[config.mk]
export PLATFORM = sky130hd
export DESIGN_NAME = uart_tx
export DESIGN_NICKNAME = d
export VERILOG_FILES = /design/src/rtl/uart_tx.sv
export SDC_FILE = /design/constraint.sdc
export NUM_CORES = 1
export LEC_CHECK = 0
export CAP_MARGIN = 20
export CELL_PAD_IN_SITES_DETAIL_PLACEMENT = 1
export CELL_PAD_IN_SITES_GLOBAL_PLACEMENT = 2
export CORE_ASPECT_RATIO = 0.6
export CORE_MARGIN = 3
export CORE_UTILIZATION = 27
export DETAILED_ROUTE_END_ITERATION = 8
export PLACE_DENSITY = 0.75
export REMOVE_ABC_BUFFERS = 1
export SLEW_MARGIN = 20
export SYNTH_ARGS = -nofsm -noshare
export SYNTH_HDL_FRONTEND = slang
export SYNTH_SLANG_ARGS = --single-unit
export TNS_END_PERCENT = 5
[constraint.sdc]
create_clock -name clk -period 2.1 [get_ports clk]
set_input_delay 0.42 -clock clk [delete_from_list [all_inputs] [get_ports clk]]
set_output_delay 0.42 -clock clk [all_outputs]
set_load 0.01 [all_outputs]
[src/rtl/uart_tx.sv]
// UART transmitter: start bit, PAYLOAD_BITS data bits LSB first, optional parity, STOP_BITS stop bits.
// Line, busy and debug outputs are all registered; the line idles high.
module uart_tx #(
  parameter int BIT_RATE     = 12_500_000,
  parameter int CLK_HZ       = 50_000_000,
  parameter int PAYLOAD_BITS = 8,
  parameter int STOP_BITS    = 1,
  parameter int PARITY       = 0
) (
  input  logic                    clk,
  input  logic                    resetn,
  input  logic                    uart_tx_en,
  input  logic [PAYLOAD_BITS-1:0] uart_tx_data,
  output logic                    uart_tx_busy,
  output logic                    uart_txd,
  output logic [15:0]             counter,
  output logic [2:0]              fsm
);

  localparam int BIT_P = 1_000_000_000 / BIT_RATE;
  localparam int CLK_P = 1_000_000_000 / CLK_HZ;
  localparam int CPB   = BIT_P / CLK_P;

  localparam logic [15:0] CPB_LAST  = 16'(CPB - 1);
  localparam logic [3:0]  LAST_BIT  = 4'(PAYLOAD_BITS - 1);
  localparam logic        STOP_LAST = (STOP_BITS == 2);

  typedef enum logic [2:0] {
    S_IDLE   = 3'd0,
    S_START  = 3'd1,
    S_DATA   = 3'd2,
    S_PARITY = 3'd3,
    S_STOP   = 3'd4
  } state_t;

  state_t                  state;
  logic [15:0]             cycle_counter;
  logic [3:0]              bit_counter;
  logic                    stop_counter;
  logic [PAYLOAD_BITS-1:0] shift_reg;
  logic [PAYLOAD_BITS-1:0] shift_next;
  logic                    parity_bit;
  logic                    bit_done;

  assign bit_done = (cycle_counter == CPB_LAST);
  assign counter  = cycle_counter;
  assign fsm      = state;

  always_comb begin
    shift_next = shift_reg >> 1;
  end

  // uart_txd is loaded with the level of the state being entered, so each bit
  // appears on the line in the same cycle the state changes.
  always_ff @(posedge clk) begin
    if (!resetn) begin
      state         <= S_IDLE;
      cycle_counter <= 16'd0;
      bit_counter   <= 4'd0;
      stop_counter  <= 1'b0;
      shift_reg     <= '0;
      parity_bit    <= 1'b0;
      uart_txd      <= 1'b1;
      uart_tx_busy  <= 1'b0;
    end else begin
      if (state == S_IDLE || bit_done) cycle_counter <= 16'd0;
      else                             cycle_counter <= cycle_counter + 16'd1;

      case (state)
        S_IDLE: begin
          bit_counter  <= 4'd0;
          stop_counter <= 1'b0;
          uart_txd     <= 1'b1;
          uart_tx_busy <= 1'b0;
          if (uart_tx_en) begin
            shift_reg    <= uart_tx_data;
            parity_bit   <= (PARITY == 1) ? ~^uart_tx_data : ^uart_tx_data;
            state        <= S_START;
            uart_txd     <= 1'b0;
            uart_tx_busy <= 1'b1;
          end
        end
        S_START: begin
          bit_counter  <= 4'd0;
          stop_counter <= 1'b0;
          if (bit_done) begin
            state    <= S_DATA;
            uart_txd <= shift_reg[0];
          end
        end
        S_DATA: begin
          stop_counter <= 1'b0;
          if (bit_done) begin
            shift_reg <= shift_next;
            if (bit_counter == LAST_BIT) begin
              bit_counter <= 4'd0;
              if (PARITY != 0) begin
                state    <= S_PARITY;
                uart_txd <= parity_bit;
              end else begin
                state    <= S_STOP;
                uart_txd <= 1'b1;
              end
            end else begin
              bit_counter <= bit_counter + 4'd1;
              uart_txd    <= shift_next[0];
            end
          end
        end
        S_PARITY: begin
          bit_counter  <= 4'd0;
          stop_counter <= 1'b0;
          if (bit_done) begin
            state    <= S_STOP;
            uart_txd <= 1'b1;
          end
        end
        S_STOP: begin
          bit_counter <= 4'd0;
          uart_txd    <= 1'b1;
          if (bit_done) begin
            if (stop_counter == STOP_LAST) begin
              state        <= S_IDLE;
              stop_counter <= 1'b0;
              uart_tx_busy <= 1'b0;
            end else begin
              stop_counter <= 1'b1;
            end
          end
        end
        default: begin
          state        <= S_IDLE;
          bit_counter  <= 4'd0;
          stop_counter <= 1'b0;
          uart_txd     <= 1'b1;
          uart_tx_busy <= 1'b0;
        end
      endcase
    end
  end

endmodule

# After elaboration in Yosys (flattened, before gate mapping)
# Index checks and enable logic that the tools add are counted.
[word_totals] ff_bits=34 latchBits=0 mem_bits_rw=0 rom_bits=0 input_bits=11 output_inout_bits=21 word_cells=58 memories=0
[op_classes] addsub=2 multipliers=0 div=0 magnitude_cmp=0 eq_ne=13 n_shift=0 n_mux=23 bitwise=2 n_reduce_logical=11
[ops] cell="$mux W3" n=7
[ops] cell="$add A16 B1 Y16 const B" n=1
[ops] cell="$eq A16 B2 Y1 const B" n=1
[ops] cell="$mux W8" n=2
[ops] cell="$pmux W8 S2" n=1
[ops] cell="$pmux W3 S5" n=1
[ops] cell="$ne A2 B2 Y1 const B" n=7
[ops] cell="$mux W1" n=9
[ops] cell="$reduce_and A3 Y1" n=3
[ops] cell="$reduce_and A7 Y1" n=1
[ops] cell="$eq A3 B2 Y1 const B" n=2
[ops] cell="$add A4 B1 Y4 const B" n=1
[ops] cell="$eq A4 B3 Y1 const B" n=1
[ops] cell="$mux W4" n=1
[ops] cell="$pmux W1 S4" n=1
[ops] cell="$reduce_and A2 Y1" n=2
[ops] cell="$eq A3 B1 Y1 const B" n=1
[ops] cell="$eq A3 B3 Y1 const B" n=1
[ops] cell="$logic_not A3 Y1" n=1
[ops] cell="$pmux W1 S3" n=1
[ops] cell="$reduce_or A3 Y1" n=1
[ops] cell="$not A1 Y1" n=2
[ops] cell="$reduce_bool A2 Y1" n=1
[ops] cell="$reduce_or A2 Y1" n=1
[ops] cell="$logic_or A1 B1 Y1" n=1

# Longest topological paths before layout
[logic_depth] depth_word=4 ltp_mapped=7

# Worst setup path before layout
# Ideal clock, no wire load.
[synth_path] path_type="flip-flop to flip-flop" startpoint="reg cycle_counter[0], in the netlist counter[0]" endpoint="reg cycle_counter[10], in the netlist counter[10]" setup_time_ps=117 arrival_ps=2231 required_ps=1983 path_slack_ps=-248 path_stages_with_launch=8 path_buffers=2 cell_sequence="dfxtp_1 ha_1 or4b_1 or4_1 buf_2 o221ai_2 buf_2 nor2_1"
[synth_via] elab_chain_cells=3 word_cells_on_any_way=4
[synth_lines] element="start: declaration" line="37" source="logic [15:0] cycle_counter;"
[synth_lines] element="start signal: assignment" line="67" source="else cycle_counter <= cycle_counter + 16'd1;"
[synth_lines] element="branches (longest 3 deep; another with $add A16 B1 Y16)"
# Several ways; the timed one is not identified.
# A chain may end at the register's enable or synchronous reset.

# Final worst setup path
[layout_path] startpoint="reg cycle_counter[0], in the netlist counter[0]" endpoint="reg bit_counter[0]"
[layout_via] elab_chain_cells=1
[layout_lines] element="$eq A16 B2 Y1" line="45" source="assign bit_done = (cycle_counter == CPB_LAST);"
[layout_lines] element="end signal: assignment" line="105" source="bit_counter <= bit_counter + 4'd1;"
[layout_lines] element="end: declaration" line="38" source="logic [3:0] bit_counter;"
# No other way between the ends.

==> impl_metrics.json <==
{
  "cts_tree": "built",
  "largest_reg_flops": 16,
  "cts_hold_buf": 0,
  "critical_path_class": "register to register",
  "ir_drop_mv": 0.270,
  "max_slew_margin": 0.611,
  "placed_cell_area_mm2": 0.00228,
  "synthArstFlopShare": 0,
  "dr.pass1.iters": 4,
  "antenna_cells": 0,
  "crit_arrival_ns": 2.38,
  "p_per_area_mw_per_mm2": 560,
  "drive_gt1_frac": 0.180,
  "avgSynthCellArea_um2": 8.17,
  "switching_share": 0.246,
  "via_per_inst": 5.23,
  "path_clk_slew_ns": 0.07,
  "outcome": "finished, violations left",
  "clock_latency_ns": 0.28,
  "yosys_warnings": 0,
  "finalCriticalPeriod_ns": 2.16,
  "skew_ns": 0.00626,
  "core_area_mm2": 0.00622,
  "power_switching_w": 0.000338,
  "worstSetupStartpointType": "register",
  "worst-slew-pin-transition_ns": 0.581,
  "die_h_um": 68.6,
  "ys_seq_area_frac": 0.374,
  "cellLeakagePower_nw": 0.794,
  "overflow": 0,
  "gp_congestion": 0.753,
  "clockPowerShare": 0.387,
  "synth_cell_types": 40,
  "ctsHtreeMaxLevel": 2,
  "internal_power_w": 0.00104,
  "cts_buffers": 5,
  "clkSinkCount": 33,
  "dpl.hpwl_mm": 4.17,
  "cts.path.max_buffers": 2,
  "hp-class": "register to register",
  "comb_power_share": 0.117,
  "synth_top_area_cell": "dfxtp_1",
  "detail_route.wirelength_mm": 5.63,
  "portBuffers": 31,
  "finalCritPeriodShare": 1.03,
  "track_usage": 0.160,
  "setup_violations": 3,
  "violations": "setup timing",
  "grt_max_degree": 17,
  "fin_nets": 273,
  "postRouteAntennaNets": 0,
  "synth_seq_cells": 33,
  "vias": 1803,
  "grt_pass1_vias": 1638,
  "core.rowCount": 22,
  "maxCapViolations": 0,
  "fill_cells": 761,
  "io_pins": 32,
  "fmaxAchievable_mhz": 463,
  "drcViolationCount": 0,
  "netlist_area_mm2": 0.00176,
  "synth_top_area_share": 0.374,
  "seqPwrFrac": 0.496,
  "initial_core_util": 0.284,
  "synth_edf_count": 0,
  "initialDrtViolationCount": 72,
  "fin_tns_setup_ns": -0.0942,
  "grt_pass1_wl_mm": 9.11,
  "wire_per_inst_um": 16.3,
  "synth_area_leaders": "dfxtp_1, a21oi_1, nor2_1",
  "fp.dieW_um": 110,
  "area_delta_synth_final_pct": 39.3,
  "rsz0062_at_grt": "true",
  "worst_slack_ns": -0.0609,
  "floorplan.die_area_mm2": 0.00757,
  "fin_area_mm2": 0.00246,
  "synth_cells": 216,
  "cp-end-kind": "register",
  "cp_max_fo": 4,
  "crit_required_ns": 2.32,
  "drv_slew": 0,
  "cts_root_buf": "clkbuf_8",
  "finalHoldViolCount": 0,
  "synth_ff_type": "dfxtp_1",
  "antenna_found_initial": 0
}
placed cells by master, fill, tap and decap left out, types with 2 or more instances in the layout:
master / instances
xnor2_1: 10
nor3_2: 3
nand4_1: 5
nor3_1: 7
nor4_1: 8
dfxtp_2: 3
nand4b_1: 9
clkdlybuf4s50_1: 31
buf_4: 20
dfxtp_1: 30
or4_4: 2
a211oi_1: 3
clkbuf_8: 7
and2_1: 2
nand2_1: 16
a21oi_1: 18
inv_1: 5
nand3_1: 5
nor3b_1: 8
nor2_1: 25
xor2_1: 4
mux2i_1: 3
o21ai_0: 4
a311o_1: 7
power groups by stage:
stage | Sequential [W] | Clock (W) | Combinational (W)
after detailed placement | 0.000696 | 0 | 0.000159
after global routing | 0.000687 | 0.000585 | 0.000182
after floorplan | 0.000692 | 0 | 0.0000818
after global placement | 0.000694 | 0 | 0.000157
after CTS | 0.000681 | 0.000548 | 0.000160
final | 0.000683 | 0.000532 | 0.000161
cell usage after synthesis, types with 2 or more instances:
cell and n:
a211oi_1 3, a21oi_1 19, a311o_1 7, and2_1 2
buf_2 2, clkbuf_1 13, dfxtp_1 33, ha_1 2
inv_1 5, mux2i_1 3, nand2_1 17, nand3_1 5
nand4_1 5, nand4b_1 9, nor2_1 25, nor3_1 11
nor3b_1 8, nor4_1 8, o21ai_0 5, or4_1 2
xnor2_1 10, xor2_1 4
worst paths after layout:
path	start	end	slack (ns)	cells past startpoint
worst max-delay path	counter[0]	bit_counter[0]	-0.06	5
worst min-delay path	bit_counter[3]	bit_counter[3]	0.50	2
worst max register to register	counter[0]	bit_counter[0]	-0.06	5
worst min register to register	bit_counter[3]	bit_counter[3]	0.50	2
final cells by class:
class,count,area [um^2],share of cell area
multi-input cells,163,1090,0.442
flip-flops and latches,33,664,0.270
repair buffers,52,480,0.196
well taps,84,105,0.0428
clock buffers,7,96.3,0.0392
inverters,5,18.8,0.00764
clock inverters,1,5.00,0.00204
stage by stage:
step                std cells  total power [W]  setup WS [ns]  hold slack [ns]  utilization
finish                    345          0.00138        -0.0609            0.498        0.395
floorplan                 201         0.000773         -0.387            0.439            -
detailed placement        336         0.000855        -0.0789            0.497        0.367
CTS                       344          0.00139        -0.0326            0.508        0.385
global route              345          0.00145         -0.106            0.529        0.395
global placement          336         0.000850        0.00783            0.459        0.367
logic make-up (layout without fill, tap and decap cells):
logic type,after synthesis,in the layout,synth area share
DFF,33,33,0.374
AOI/OAI and AO/OA,43,43,0.165
adders and majority gates,2,2,0.0142
xor gates and xnor gates,14,14,0.0695
buffers and inverters,20,65,0.0440
and+or+nand+nor,101,101,0.316
muxes,3,3,0.0170
critical path, cell delays in order, from the launching register on:
cell and delay [ns]:
dfxtp_2 0.36, ha_4 0.13, or4b_4 0.45, or4_4 0.54
or4_4 0.50, a21oi_2 0.12
layer usage:
metal	routed length [um]	track usage	up-vias
li1	-	-	882
met1	3010	0.253	888
met2	2330	0.218	33
met3	283	0.0279	0
met4	0	0.0369	0
met5	0	0	-
timing repair:
action	CTS	global route
endpoints found under the setup margin	21	29
pin swaps	0	2
gates resized for setup	3	14
gates cloned	0	0
setup buffers	0	1
endpoints found under the hold margin	0	0
Note: power is estimated with default switching activity, not from simulation.
